File: config.mk
export PLATFORM = sky130hd
export DESIGN_NAME = hermitian_desorter
export DESIGN_NICKNAME = d
export VERILOG_FILES = /design/src/rtl/ofdm_pkg.sv /design/src/rtl/hermitian_check.sv /design/src/rtl/hermitian_desorter.sv
export SDC_FILE = /design/constraint.sdc
export NUM_CORES = 1
export LEC_CHECK = 0
export BUFFER_PORTS_ARGS = -buffer_cell sky130_fd_sc_hd__buf_2
export CAP_MARGIN = 20
export CORE_UTILIZATION = 65
export CTS_CLUSTER_SIZE = 10
export DETAILED_ROUTE_END_ITERATION = 12
export PLACE_DENSITY = 0.85
export SKIP_LAST_GASP = 1
export SYNTH_ARGS = -nofsm -noshare
export SYNTH_HDL_FRONTEND = slang
export SYNTH_SLANG_ARGS = --single-unit
File: constraint.sdc
create_clock -name clk -period 13.65 [get_ports clk]
set_input_delay 2.0475 -clock clk [delete_from_list [all_inputs] [get_ports clk]]
set_output_delay 2.0475 -clock clk [all_outputs]
set_load 0.01 [all_outputs]
File: src/rtl/ofdm_pkg.sv
// Shared OFDM receive/transmit definitions: default sizes, FSM encoding and
// bin-classification helpers used by the sorter/desorter pair.
package ofdm_pkg;

  localparam int unsigned DEF_WIDTH    = 8;
  localparam int unsigned DEF_FFT_LEN  = 16;
  localparam int unsigned DEF_NUM_DATA = 4;
  localparam int unsigned IDX_W        = $clog2(DEF_FFT_LEN);

  typedef enum logic {
    IDLE = 1'b0,
    RECV = 1'b1
  } state_t;

  // Data subcarriers occupy bins 1..num_data.
  function automatic logic is_data(input int unsigned bin, input int unsigned num_data);
    return (bin >= 1) && (bin <= num_data);
  endfunction

  // Mirror bins carry the conjugates of the data bins at the top of the spectrum.
  function automatic logic is_mirror(input int unsigned bin, input int unsigned fft_len,
                                     input int unsigned num_data);
    return (bin >= fft_len - num_data) && (bin < fft_len);
  endfunction

endpackage

File: src/rtl/hermitian_check.sv
// Combinational conjugate-symmetry check of one mirror bin against its stored
// data bin; arithmetic is widened by two bits so no input value can overflow.
module hermitian_check #(
  parameter int unsigned WIDTH = 8,
  parameter int unsigned TOL   = 1
) (
  input  logic [WIDTH-1:0] mir_re,
  input  logic [WIDTH-1:0] mir_im,
  input  logic [WIDTH-1:0] ref_re,
  input  logic [WIDTH-1:0] ref_im,
  output logic             mismatch
);

  localparam int unsigned EW = WIDTH + 2;

  logic signed [EW-1:0] d_re;
  logic signed [EW-1:0] s_im;
  logic        [EW-1:0] a_re;
  logic        [EW-1:0] a_im;

  // Conjugate: real parts must agree, imaginary parts must cancel.
  always_comb begin
    d_re = EW'($signed(mir_re)) - EW'($signed(ref_re));
    s_im = EW'($signed(mir_im)) + EW'($signed(ref_im));
    a_re = d_re[EW-1] ? $unsigned(-d_re) : $unsigned(d_re);
    a_im = s_im[EW-1] ? $unsigned(-s_im) : $unsigned(s_im);
    mismatch = (a_re > EW'(TOL)) || (a_im > EW'(TOL));
  end

endmodule

File: src/rtl/hermitian_desorter.sv
// Receive-side desorter: pulls the data subcarriers out of a serial FFT frame,
// checks the mirrored bins for Hermitian symmetry and reports framing status.
module hermitian_desorter
  import ofdm_pkg::*;
#(
  parameter int unsigned WIDTH    = DEF_WIDTH,
  parameter int unsigned FFT_LEN  = DEF_FFT_LEN,
  parameter int unsigned NUM_DATA = DEF_NUM_DATA,
  parameter int unsigned TOL      = 1
) (
  input  logic                       clk,
  input  logic                       reset_n,
  input  logic                       in_valid,
  input  logic                       in_sop,
  input  logic                       in_eop,
  input  logic [WIDTH-1:0]           in_re,
  input  logic [WIDTH-1:0]           in_im,
  output logic                       data_valid,
  output logic [WIDTH-1:0]           data_re,
  output logic [WIDTH-1:0]           data_im,
  output logic [$clog2(FFT_LEN)-1:0] data_idx,
  output logic                       frame_done,
  output logic                       sym_err,
  output logic                       frame_err
);

  localparam int unsigned IW = $clog2(FFT_LEN);
  localparam int unsigned BW = $clog2(NUM_DATA + 1);
  localparam logic [IW-1:0] LAST_BIN = IW'(FFT_LEN - 1);

  state_t          state, state_n;
  logic [IW-1:0]   cnt, cnt_n;
  logic            sym_acc, sym_acc_n;
  logic            wr_en, done_n, serr_n, ferr_n;
  logic            is_last, mismatch, acc_upd;
  logic [BW-1:0]   mir_k;
  logic [WIDTH-1:0] ref_re, ref_im;

  // Buffer is sized to a power of two so every mir_k value is a legal index.
  logic [WIDTH-1:0] buf_re [2**BW];
  logic [WIDTH-1:0] buf_im [2**BW];

  // FFT_LEN is a power of two, so FFT_LEN-bin reduces to -bin modulo 2**BW.
  assign mir_k  = '0 - cnt[BW-1:0];
  assign ref_re = buf_re[mir_k];
  assign ref_im = buf_im[mir_k];

  hermitian_check #(
    .WIDTH (WIDTH),
    .TOL   (TOL)
  ) u_check (
    .mir_re   (in_re),
    .mir_im   (in_im),
    .ref_re   (ref_re),
    .ref_im   (ref_im),
    .mismatch (mismatch)
  );

  always_comb begin
    state_n   = state;
    cnt_n     = cnt;
    sym_acc_n = sym_acc;
    wr_en     = 1'b0;
    done_n    = 1'b0;
    serr_n    = 1'b0;
    ferr_n    = 1'b0;
    is_last   = (cnt == LAST_BIN);
    acc_upd   = sym_acc | (is_mirror(32'(cnt), FFT_LEN, NUM_DATA) & mismatch);

    case (state)
      IDLE: begin
        if (in_valid && in_sop) begin
          if (in_eop) begin
            done_n = 1'b1;
            ferr_n = 1'b1;
          end else begin
            state_n   = RECV;
            cnt_n     = IW'(1);
            sym_acc_n = 1'b0;
          end
        end
      end
      RECV: begin
        if (in_valid) begin
          if (in_sop) begin
            // Abort the running frame and restart on this sample as bin 0.
            done_n    = 1'b1;
            ferr_n    = 1'b1;
            cnt_n     = IW'(1);
            sym_acc_n = 1'b0;
          end else begin
            wr_en = is_data(32'(cnt), NUM_DATA);
            if (in_eop || is_last) begin
              state_n   = IDLE;
              cnt_n     = '0;
              sym_acc_n = 1'b0;
              done_n    = 1'b1;
              ferr_n    = !(in_eop && is_last);
              serr_n    = is_last & acc_upd;
            end else begin
              cnt_n     = cnt + 1'b1;
              sym_acc_n = acc_upd;
            end
          end
        end
      end
      default: state_n = IDLE;
    endcase
  end

  always_ff @(posedge clk) begin
    if (!reset_n) begin
      state      <= IDLE;
      cnt        <= '0;
      sym_acc    <= 1'b0;
      data_valid <= 1'b0;
      data_re    <= '0;
      data_im    <= '0;
      data_idx   <= '0;
      frame_done <= 1'b0;
      sym_err    <= 1'b0;
      frame_err  <= 1'b0;
    end else begin
      state      <= state_n;
      cnt        <= cnt_n;
      sym_acc    <= sym_acc_n;
      data_valid <= wr_en;
      frame_done <= done_n;
      sym_err    <= serr_n;
      frame_err  <= ferr_n;
      if (wr_en) begin
        data_re  <= in_re;
        data_im  <= in_im;
        data_idx <= cnt;
      end
    end
  end

  always_ff @(posedge clk) begin
    if (wr_en) begin
      buf_re[cnt[BW-1:0]] <= in_re;
      buf_im[cnt[BW-1:0]] <= in_im;
    end
  end

endmodule

* Yosys cells after proc, flatten, opt, wreduce, memory -nomap -nowiden
Memory sizes are Yosys's and may differ from the RTL's.
Index checks and enable logic that the tools add are counted.
** Cells by class
- Add/subtract/negate cells :: 6
- Equal/unequal tests :: 4
- Shifts and indexed selects :: 0
- Magnitude comparators :: 5
- Bitwise gates (word level) :: 7
- Div/mod/pow operators :: 0
- Reduce and logical (&&, ||, !) cells :: 8
- Mux-type cells :: 35
- Multiply operators :: 0
** Operator list (number)
- two-way mux 1 bit :: 23
- greater-than comparator 10 x 1 -> 1 bit, second input constant :: 2
- two-way mux 10 bit :: 2
- two-way mux 4 bit :: 5
- negation 10 bit :: 2
- adder 8 x 8 -> 9 bit :: 1
- subtractor 8 x 8 -> 9 bit :: 1
- one-hot mux 1 bit (2 select lines) :: 4
- one-hot mux 4 bit (2 select lines) :: 1
- != test 2 bit, second input constant :: 3
- OR reduction 5 bit :: 1
- adder 4 x 1 -> 4 bit, second input constant :: 1
- == test 4 bit, second input constant :: 1
- greater-or-equal comparator 4 x 1 -> 1 bit, second input constant :: 1
- greater-or-equal comparator 4 bit, second input constant :: 1
- less-or-equal comparator 4 x 3 -> 1 bit, second input constant :: 1
- inverter 1 bit :: 4
- logical AND 1 bit :: 3
- AND reduction 3 bit :: 1
- subtractor 1 x 3 -> 3 bit, first input constant :: 1
- bitwise AND 1 bit :: 2
- logical OR 1 bit :: 2
- zero test 1 bit :: 1
- OR 1 bit :: 1
** Word-level totals
- Latch bits :: 0
- RAM bits :: 128
- Output and inout port bits :: 24
- Flip-flop bits (word level) :: 30
- ROM bits :: 0
- Memories kept :: 2
** Memories
- buf_im :: words 8, bits a word 8, read ports 1, clocked after Yosys merged registers in 0, write ports 1, line hermitian_desorter.sv:41 : logic [WIDTH-1:0] buf_im [2**BW];
- buf_re :: words 8, bits a word 8, read ports 1, clocked after Yosys merged registers in 0, write ports 1, line hermitian_desorter.sv:40 : logic [WIDTH-1:0] buf_re [2**BW];

* Logic depth before layout (Yosys ltp)
Gate-level depths: netlist of run 1.
An unclocked memory read counts as a cell.
- Depth after elaboration :: 13
- Gate-level depth with buffers :: 19

* Hierarchy
Synthesis of run 1 repeated with hierarchy kept, for this count alone.
** Unflattened totals
- Cells, all modules :: 504
- Area total of the unflattened synthesis :: 7358.3 µm²
** By module, submodules not included
- hermitian_desorter :: sequential area each 4444.3 µm², area an instance 6125.9 µm², instances 1, cells each 348
- hermitian_check :: sequential area each 0.0 µm², area an instance 1232.4 µm², instances 1, cells each 156

* Least setup slack after synthesis of run 1
OpenSTA, ideal clock, no wires.
- Path kind :: input -> register
- From :: input port in_sop
- To :: memory buf_im[0][0] (enable)
- Setup time :: 0.430 ns
- Buffers on the path :: 2
- Setup slack :: 8.590 ns
- Arrival time :: 4.630 ns
- Stages on the path :: 5
- Required time :: 13.220 ns
- Path through :: nand2b_1 or4_1 clkbuf_1 clkbuf_1 nor4_1
** On the way
- Cells in the longest elaborated chain, start to end :: 5
** RTL lines
- from (decl) :: line hermitian_desorter.sv:14 : input logic in_sop,
- two-way mux 1 bit :: line hermitian_desorter.sv:85 : if (in_sop) begin
- two-way mux 1 bit :: line hermitian_desorter.sv:84 : if (in_valid) begin
- two-way mux 1 bit :: line hermitian_desorter.sv:70 : case (state)
- two-way mux 1 bit :: line hermitian_desorter.sv:140 : if (wr_en) begin
- two-way mux 1 bit (not written as such) :: line hermitian_desorter.sv:142 : buf_im[cnt[BW-1:0]] <= in_im;
- to (decl) :: line hermitian_desorter.sv:41
Every way passes these cells.

* Worst setup path after layout of run 1
- From :: register cnt[1]
- To :: register sym_acc
** On the way
- Cells in the longest elaborated chain, start to end :: 13
** RTL lines
- from (decl) :: line hermitian_desorter.sv:32 : logic [IW-1:0] cnt, cnt_n;
- from (signal assigned) :: line hermitian_desorter.sv:125 : cnt <= cnt_n;
- subtractor 1 x 3 -> 3 bit :: line hermitian_desorter.sv:44 : assign mir_k = '0 - cnt[BW-1:0];
- memory (8 x 8 bit) (on tied branches)
- subtractor 8 x 8 -> 9 bit / adder 8 x 8 -> 9 bit (equally long branches) :: line hermitian_check.sv:23, hermitian_check.sv:24
- negation 10 bit (on tied branches) :: line hermitian_check.sv:25, hermitian_check.sv:26
- two-way mux 10 bit (on tied branches) :: line hermitian_check.sv:25, hermitian_check.sv:26
- greater-than comparator 10 x 1 -> 1 bit :: line hermitian_check.sv:27 : mismatch = (a_re > EW'(TOL)) || (a_im > EW'(TOL));
- logical OR 1 bit :: line hermitian_check.sv:27
- bitwise AND 1 bit :: line hermitian_desorter.sv:68 : acc_upd = sym_acc | (is_mirror(32'(cnt), FFT_LEN, NUM_DATA) & mismatch);
- OR 1 bit :: line hermitian_desorter.sv:68
- two-way mux 1 bit (*) :: line hermitian_desorter.sv:93 : if (in_eop || is_last) begin
- two-way mux 1 bit (*) :: line hermitian_desorter.sv:85
- two-way mux 1 bit (*) :: line hermitian_desorter.sv:84
- one-hot mux 1 bit (2 select lines) (*) :: line hermitian_desorter.sv:70
- to (signal assigned) :: line hermitian_desorter.sv:126 : sym_acc <= sym_acc_n;
- to (decl) :: line hermitian_desorter.sv:33 : logic sym_acc, sym_acc_n;
Every way passes the cells marked *; elsewhere a longest branch is shown, timed or not. The select of a mux whose other input is x is not followed.
A chain may end at the register's enable or synchronous reset.

==> results.toml, run 1 <==
[logic_synthesis]
synth_cell_types = 63
dominantRegCellSynth = "edfxtp_1"
post_synth.cell_area_avg_um2 = 14.56
syn-num-nets = 541
ys_seq_area_share_pct = 61.55
ys_ff_latch = 158
syn_inst = 496
ys_async_sr_fraction_pct = 0
ys_warn_count = 0
syn-cell-area_mm2 = 0.007221
synth_edf_count = 128

[timing]
finalSetupViolations = 0
max_freq_ghz = 0.1906
fin_crit_ps = 5248
fin_crit_sh_pct = 38.44
timing.hold.ws_ps = 469.0
worst_pin_slew_ps = 1092
worst_slack_ps = 8402
fin_skew_ps = 10.91
setup_tns_ps = 0
rsz0062_at_grt = "no"
hold_viol = 0
slew_headroom_pct = 26.88
finalMaxSlewViolations = 0

[floorplanning]
dieArea_mm2 = 0.01153
rows = 38
coreArea_mm2 = 0.01084
die_h_um = 107.4
ios = 45
fp.dieW_um = 107.4
initial_core_util_pct = 66.61

[critical_path]
start_kind = "flop"
reg2reg_to = "sym_acc"
r2r_start = "cnt[1]"
ff2ff_path_depth = 14
required_ps = 14070
endpoint_kind = "flop"
setup.worst_path.class = "flop to flop"
critPathMaxFanout = 18
reg2reg_slack_ps = 8400
cp.arrival_ps = 5660

[cts]
clkLatencyLatePin_ps = 550
clk_pin_slew_ps = 70
post_cts_resized = 0
clockRootBuffer = "clkbuf_8"
htreeDepth = 4
clockBufferDepth = 2
clock-sinks = 158
numCtsBuffers = 17
tritoncts = "built"
cts_hold_buf = 0
postCtsSetupRepairBufs = 0

[pwr]
leakagePower_nw = 2.919
powerDensity_mw_per_mm2 = 137.4
vdd_drop_max_uv = 107.3

[cells_and_area]
nNetsFinal = 596
final_cell_mix = "128 x edfxtp_1, 53 x nand2_1, 44 x buf_2"
final_util_pct = 76.07
areaGrowthSynthToFinish_pct = 14.21
insertedDiodeCount = 0
final_common_cell = "edfxtp_1"
layout-drive-gt1-share_pct = 25.89

[run]
maxCapViolCount = 0

[routing]
drt_iter0_drc = 557
ant_nets = 0
num_vias = 4808
route.detailed.drc = 0
detail_route.wl_per_cell_um = 25.08
drtPass1Iterations = 5
routed_wl_um = 17660
vias_per_cell = 6.830

[global_routing]
grt_pass1_wl_um = 26900
track_usage_pct = 33.08
grt-ovfl-total = 0
grt_start_max_net_pins = 40
grt_pass1_vias = 4728
antenna_found_initial = 0

[place]
hpwlAfterDp_um = 11010
numPortBuffers = 44
place_ws_ps = 8625
gp_congestion = 0.8407

[run_status]
status = "complete, no violations"

[hold_path]
min_to = "data_re[1]"
hold_path.class = "flop to flop"
hold_depth = 2
hold_start = "data_re[1]"
==> through the flow <==
step	std cells	power, mW	instance area, um^2
after global routing	704	1.164	8247
after global placement	671	0.6797	7671
final	704	1.133	8247
after floorplan	496	0.6479	7221
after detailed placement	672	0.6867	7682
after CTS	704	1.130	8247
==> layer usage <==
layer  up-vias  share of wire (%)  track usage [%]  routed length (um)
li1       2057                  -                -                   -
met3        65                 11            8.111                1864
met4         0                4.2            15.85                 737
met1      2337                 38            44.69                6785
met2       349                 47            50.97                8269
met5         -                  0                0                   0
==> flip-flops by register name, indices dropped and copies added (netlist names) <==
name / flops
data_re: 8
data_idx: 4
cnt: 4
sym_acc: 1
data_im: 8
buf_re: 64
buf_im: 64
frame_err: 1
state: 1
sym_err: 1
data_valid: 1
frame_done: 1
==> cell type report <==
| class | instances | area (um^2) |
|---|---|---|
| tap | 140 | 175.2 |
| timing repair buffer | 54 | 299.0 |
| clock inverter | 15 | 150.1 |
| clock buffer | 17 | 414.1 |
| multi-input combinational | 305 | 2706 |
| sequential | 158 | 4446 |
| fill | 583 | 2594 |
| inverter | 15 | 56.30 |
==> kinds of logic (layout without fill, tap and decap cells) <==
family / count (synthesis) / count (layout) / synth area share, %
xor gates and xnor gates: 11 / 11 / 1.715
and+or+nand+nor: 133 / 133 / 9.322
adders and majority gates: 24 / 24 / 4.367
muxes: 50 / 50 / 12.63
buffers and inverters: 33 / 101 / 1.785
AOI/OAI and AO/OA: 87 / 87 / 8.630
DFF: 158 / 158 / 61.55
==> worst max-delay path by stage <==
stage	start	to	slack, ps
finish	cnt[1]	sym_acc	8400
global route	cnt[1]	sym_acc	8260
CTS	cnt[1]	sym_acc	8490
detailed placement	cnt[1]	sym_acc	8630
global placement	cnt[1]	sym_acc	8810
floorplan	in_sop	buf_im[0][0]	8590
==> report_power, final <==
| part | leakage (nW) | total (mW) | internal [mW] | switching [mW] |
|---|---|---|---|---|
| Clock | 0.277 | 0.452 | 0.248 | 0.204 |
| Combinational | 1.25 | 0.159 | 0.0682 | 0.0913 |
| Sequential | 1.39 | 0.522 | 0.521 | 0.000922 |
==> synth_stat cells (all sizes together) (5+ instances only) <==
| cell | n | share of area [%] |
|---|---|---|
| nand3 | 5 | 0.35 |
| edfxtp | 128 | 53 |
| mux4 | 32 | 10 |
| xor2 | 6 | 0.73 |
| ha | 22 | 3.8 |
| nor4 | 5 | 0.52 |
| clkbuf | 14 | 0.75 |
| a21oi | 16 | 1.1 |
| dfxtp | 30 | 8.3 |
| mux2i | 9 | 1.2 |
| a211oi | 7 | 0.73 |
| nand2 | 53 | 2.8 |
| nor3 | 6 | 0.42 |
| mux2 | 9 | 1.4 |
| nand2b | 5 | 0.43 |
| nand4 | 6 | 0.52 |
| nor2b | 7 | 0.61 |
| inv | 15 | 0.78 |
| nor2 | 19 | 0.99 |
| o21ai | 8 | 0.55 |
| a21boi | 18 | 1.9 |
==> worst max-delay path: stages (launching register included) <==
cell and delay [ps]:
dfxtp_1 560, inv_1 250, ha_1 930, buf_4 390, mux4_2 330, mux2_2 280
ha_1 230, fa_1 410, xnor2_1 430, and3_1 270, inv_1 80, o311ai_0 370
o41ai_1 160, nor4_2 310, a211oi_1 110
Note: power is estimated with default switching activity, not from simulation.
==> run 2, diff against run 1 <==
--- a/config.mk
+++ b/config.mk
@@ -7,10 +7,10 @@
 export LEC_CHECK = 0
 export BUFFER_PORTS_ARGS = -buffer_cell sky130_fd_sc_hd__buf_2
 export CAP_MARGIN = 20
-export CORE_UTILIZATION = 65
+export CORE_UTILIZATION = 61
 export CTS_CLUSTER_SIZE = 10
 export DETAILED_ROUTE_END_ITERATION = 12
-export PLACE_DENSITY = 0.85
+export PLACE_DENSITY = 0.8
 export SKIP_LAST_GASP = 1
 export SYNTH_ARGS = -nofsm -noshare
 export SYNTH_HDL_FRONTEND = slang
==> constraint.sdc (replaced) <==
create_clock -name clk -period 5.5 [get_ports clk]
set_input_delay 0.825 -clock clk [delete_from_list [all_inputs] [get_ports clk]]
set_output_delay 0.825 -clock clk [all_outputs]
set_load 0.01 [all_outputs]
==> run 2 against run 1 <==
Clock skew up 1.4 ps. Via count decreased by 4.8%. Clock power rose to 2.5 times the previous value. Worst setup slack worse by 7500 ps. First-iteration DRC count shrank 25%. Flip-flop and latch count did not move. Global-route usage shrank 5.6 points. Highest routed layer unchanged.
==> results.toml, run 2 (synthesized netlist as in run 1, its figures left out) <==
[run_status]
status = "complete, no violations"

[cts]
tritoncts = "built"
clockRootBuffer = "clkbuf_16"
htreeDepth = 4
cts_hold_buf = 0
clockBufferDepth = 2
postCtsSetupRepairBufs = 0
clkLatencyLatePin_ps = 420
post_cts_resized = 0
clock-sinks = 158
numCtsBuffers = 17
clk_pin_slew_ps = 60

[timing]
worst_slack_ps = 932.5
finalMaxSlewViolations = 0
max_freq_ghz = 0.2189
worst_pin_slew_ps = 960.5
slew_headroom_pct = 35.62
setup_tns_ps = 0
fin_crit_sh_pct = 83.05
finalSetupViolations = 0
fin_skew_ps = 12.27
fin_crit_ps = 4568
rsz0062_at_grt = "no"
hold_viol = 0

[cells_and_area]
insertedDiodeCount = 0
nNetsFinal = 598
final_cell_mix = "128 x edfxtp_1, 53 x nand2_1, 44 x buf_2"
areaGrowthSynthToFinish_pct = 14.47
layout-drive-gt1-share_pct = 25.44
final_common_cell = "edfxtp_1"

[critical_path]
max_stage_delay_ps = 670
required_ps = 5790
start_kind = "flop"
cp_num_cells = 15
reg2reg_to = "sym_acc"
setup.worst_path.class = "flop to flop"
crit_slowest_cell = "ha_1"
cp.arrival_ps = 4860
cp-startpoint = "cnt[1]"
endpoint_kind = "flop"
endpoint = "sym_acc"
worst_path_dominant_cell_family = "adder cells"
r2r_start = "cnt[1]"
ff2ff_path_depth = 15
path_buf_inv = 3
reg2reg_slack_ps = 930
critPathMaxFanout = 23
path_cells = "inv_1, ha_1, buf_4, mux4_2, mux2_2, ha_1, inv_1, fa_1, a211oi_1, nor4_1, a311oi_1, nand4_1, or2_2, a22oi_1, a211oi_1"

[floorplanning]
dieArea_mm2 = 0.01228
coreArea_mm2 = 0.01147
initial_core_util_pct = 62.97
rows = 39
fp.dieW_um = 110.8
ios = 45
die_h_um = 110.8

[routing]
ant_nets = 0
vias_per_cell = 6.458
drtPass1Iterations = 5
routed_wl_um = 15920
route.detailed.drc = 0
drt_iter0_drc = 419
num_vias = 4579
detail_route.wl_per_cell_um = 22.45

[pwr]
p_sw_share_pct = 23.93
intPower_mw = 2.156
p_seq_share_pct = 45.7
switchingPower_uw = 678.3
vdd_drop_max_uv = 251.0
p_comb_share_pct = 13.8
power_frac_clock_pct = 40.5
leakagePower_nw = 2.926
powerDensity_mw_per_mm2 = 343.0

[global_routing]
grt_pass1_wl_um = 25270
grt-ovfl-total = 0
grt_pass1_vias = 4671
grt_start_max_net_pins = 40
track_usage_pct = 27.48
antenna_found_initial = 0

[place]
place_ws_ps = 964.6
hpwlAfterDp_um = 10010
gp_congestion = 0.8872
numPortBuffers = 44

[hold_path]
hold_path.class = "flop to flop"

[run]
maxCapViolCount = 0
==> run 2: power groups by stage <==
stage	sequential, mW	clock (mW)	combinational, mW
global route	1.30	1.20	0.427
global placement	1.32	0	0.372
detailed placement	1.32	0	0.383
CTS	1.30	1.15	0.386
floorplan	1.32	0	0.286
finish	1.30	1.15	0.390
==> run 2: through the flow <==
step / instances / total power, mW / hold slack, ps / utilization (%) / area, um^2
after floorplan: 496 / 1.608 / 480.5 / - / 7221
after global placement: 677 / 1.692 / 441.0 / 67.02 / 7685
after detailed placement: 677 / 1.704 / 448.8 / 67.02 / 7685
after CTS: 709 / 2.833 / 458.8 / 72.08 / 8265
after global routing: 709 / 2.919 / 478.4 / 72.08 / 8265
final: 709 / 2.835 / 459.9 / 72.08 / 8265
==> run 2: tightest hold or removal path: stages, from the launching register on <==
cell	delay, ps
dfxtp_1	310
nand2_1	50
a21oi_1	60
==> run 2: layout make-up <==
cell class / count / area, um^2
clock buffers: 23 / 467.9
clock inverters: 9 / 112.6
fillers: 679 / 3202
inverters: 15 / 56.30
multi-input cells: 305 / 2694
flip-flops and latches: 158 / 4446
well taps: 143 / 178.9
repair buffers: 56 / 310.3
==> run 2: worst min-delay path by stage <==
stage,startpoint,endpoint,slack [ps],cells after the start
CTS,data_re[4],data_re[4],460,2
global placement,data_re[5],data_re[5],440,2
global route,data_re[5],data_re[5],480,2
floorplan,data_re[4],data_re[4],480,2
detailed placement,data_re[4],data_re[4],450,2
finish,data_re[4],data_re[4],460,2
==> run 2: per-layer routing <==
layer / global-route usage [%] / vias up / routed length (um)
met1: 38.52 / 2254 / 6860
met2: 40.95 / 226 / 7286
li1: - / 2050 / -
met4: 12.71 / 0 / 511
met5: 0 / - / 0
met3: 6.780 / 49 / 1260
==> run 3, diff against run 2 <==
==> constraint.sdc (replaced) <==
create_clock -name clk -period 4.3 [get_ports clk]
set_input_delay 0.645 -clock clk [delete_from_list [all_inputs] [get_ports clk]]
set_output_delay 0.645 -clock clk [all_outputs]
set_load 0.01 [all_outputs]
==> run 3 against run 2 <==
Non-clock buffer count increased by 8. Worst hold slack about the same. Routed wire length increased by 6.1%. Maximum frequency increased by 12%. Critical path depth decreased by 2. Clock skew decreased by 4.2 ps. Via count increased by 4.0%. Combinational power increased by 30%. First-iteration DRC count decreased by 11%. Die area unchanged. Clock-buffer cell count decreased by 2. Power increased by 25%. Highest routed layer unchanged.
==> results.toml, run 3 (synthesized netlist as in run 1, its figures left out) <==
[cts]
clk_pin_slew_ps = 60
postCtsSetupRepairBufs = 0
numCtsBuffers = 17
clockBufferDepth = 2
clockRootBuffer = "clkbuf_16"
clkLatencyLatePin_ps = 420
cts_hold_buf = 0
htreeDepth = 4
tritoncts = "built"
clock-sinks = 158

[timing]
hold_viol = 0
worst_slack_ps = 215.4
fin_crit_ps = 4085
finalMaxSlewViolations = 0
setup_tns_ps = 0
max_freq_ghz = 0.2448
worst_pin_slew_ps = 917.6
rsz0062_at_grt = "no"
timing.hold.ws_ps = 459.6
fin_crit_sh_pct = 94.99
fin_skew_ps = 8.081
finalSetupViolations = 0
slew_headroom_pct = 38.82

[critical_path]
cp.arrival_ps = 4380
r2r_start = "cnt[1]"
worst_path_dominant_cell_family = "adder cells"
critPathMaxFanout = 13
max_stage_delay_ps = 460
cp-startpoint = "cnt[1]"
endpoint_kind = "flop"
ff2ff_path_depth = 13
required_ps = 4590
path_cells = "inv_1, ha_2, buf_4, mux4_2, mux2_2, fa_1, xnor2_1, and3_1, inv_1, o311ai_0, o41ai_1, nor4_2, a211oi_1"
reg2reg_to = "sym_acc"
reg2reg_slack_ps = 220
setup.worst_path.class = "flop to flop"
cp_num_cells = 13
crit_slowest_cell = "ha_2"
path_buf_inv = 3
start_kind = "flop"
crit_top_cell = "inv_1"

[cells_and_area]
layout-drive-gt1-share_pct = 27.00
insertedDiodeCount = 0
nFillCells = 658
final_common_cell = "edfxtp_1"
multiInputGateArea_mm2 = 0.002711
final_cell_mix = "128 x edfxtp_1, 53 x nand2_1, 44 x buf_2"
areaGrowthSynthToFinish_pct = 15.40
nNetsFinal = 606
finish.instance_area_mm2 = 0.008333
regArea_mm2 = 0.004446

[run_status]
status = "complete, no violations"

[global_routing]
grt_pass1_wl_um = 26550
track_usage_pct = 29.01
grt-ovfl-total = 0
antenna_found_initial = 0
grt_pass1_vias = 4834
grt_start_max_net_pins = 40

[floorplanning]
dieArea_mm2 = 0.01228
rows = 39
initial_core_util_pct = 62.97
coreArea_mm2 = 0.01147
ios = 45
fp.dieW_um = 110.8
die_h_um = 110.8

[hold_path]
hold_start = "data_re[5]"
min_to = "data_re[5]"
hold_path.class = "flop to flop"
hold_depth = 2

[routing]
vias_per_cell = 6.639
num_vias = 4760
route.detailed.drc = 0
ant_nets = 0
drt_iter0_drc = 375
detail_route.wl_per_cell_um = 23.56
routed_wl_um = 16890
drtPass1Iterations = 6

[pwr]
power_frac_clock_pct = 39.1
fin_total_pwr_mw = 3.554
vdd_drop_max_uv = 330.1
switchingPower_uw = 885.9
leakagePower_nw = 2.961
p_sw_share_pct = 24.93
p_comb_share_pct = 14.3
p_seq_share_pct = 46.6
intPower_mw = 2.668
powerDensity_mw_per_mm2 = 426.5

[place]
placed_cell_area_mm2 = 0.007757
numPortBuffers = 44
gp_congestion = 0.9234
hpwlAfterDp_um = 10380
place_ws_ps = 302.4

[run]
maxCapViolCount = 0
run 3: per-stage QoR:
stage               instances  utilization [%]
global route              717            72.67
detailed placement        685            67.65
global placement          685            67.65
floorplan                 496                -
CTS                       717            72.52
finish                    717            72.67
run 3: how the worst max path moves through the flow:
stage / end / slack (ps)
2_1_floorplan: sym_acc / 30
3_3_place_gp: sym_acc / 460
3_5_place_dp: sym_acc / 300
4_1_cts: sym_acc / 170
5_1_grt: sym_acc / 4
6_report: sym_acc / 220
run 3: final cells by class:
type | instances | share of cell area [%]
sequential | 158 | 53.35
multi-input combinational | 305 | 32.54
clock buffer | 21 | 5.661
timing repair buffer | 64 | 4.595
tap | 143 | 2.147
clock inverter | 11 | 1.036
inverter | 15 | 0.6757
run 3: tightest hold or removal path: cells and delay by family (launching register included):
kind | cells | cell delay, ps
AND/OR/NAND/NOR | 1 | 50
flip-flops | 1 | 310
AO/OA/AOI/OAI | 1 | 50
run 3: what timing repair did:
item,CTS,global route
hold endpoints to repair,0,0
resized for setup,0,3
setup endpoints to repair,0,2
run 3: per-layer routing:
metal  vias to the layer above  routed length [um]  track usage (%)
met1                      2326                6585            38.62
met2                       306                8172            46.46
met3                        60                1578            6.725
li1                       2068                   -                -
met4                         0                 556            11.91
met5                         -                   0                0
run 3: power groups by stage:
stage	clock network (mW)	registers, mW	logic, mW
after floorplan	0	1.69	0.368
after global placement	0	1.69	0.479
after detailed placement	0	1.69	0.492
after CTS	1.39	1.66	0.500
after global routing	1.46	1.66	0.551
final	1.39	1.66	0.508
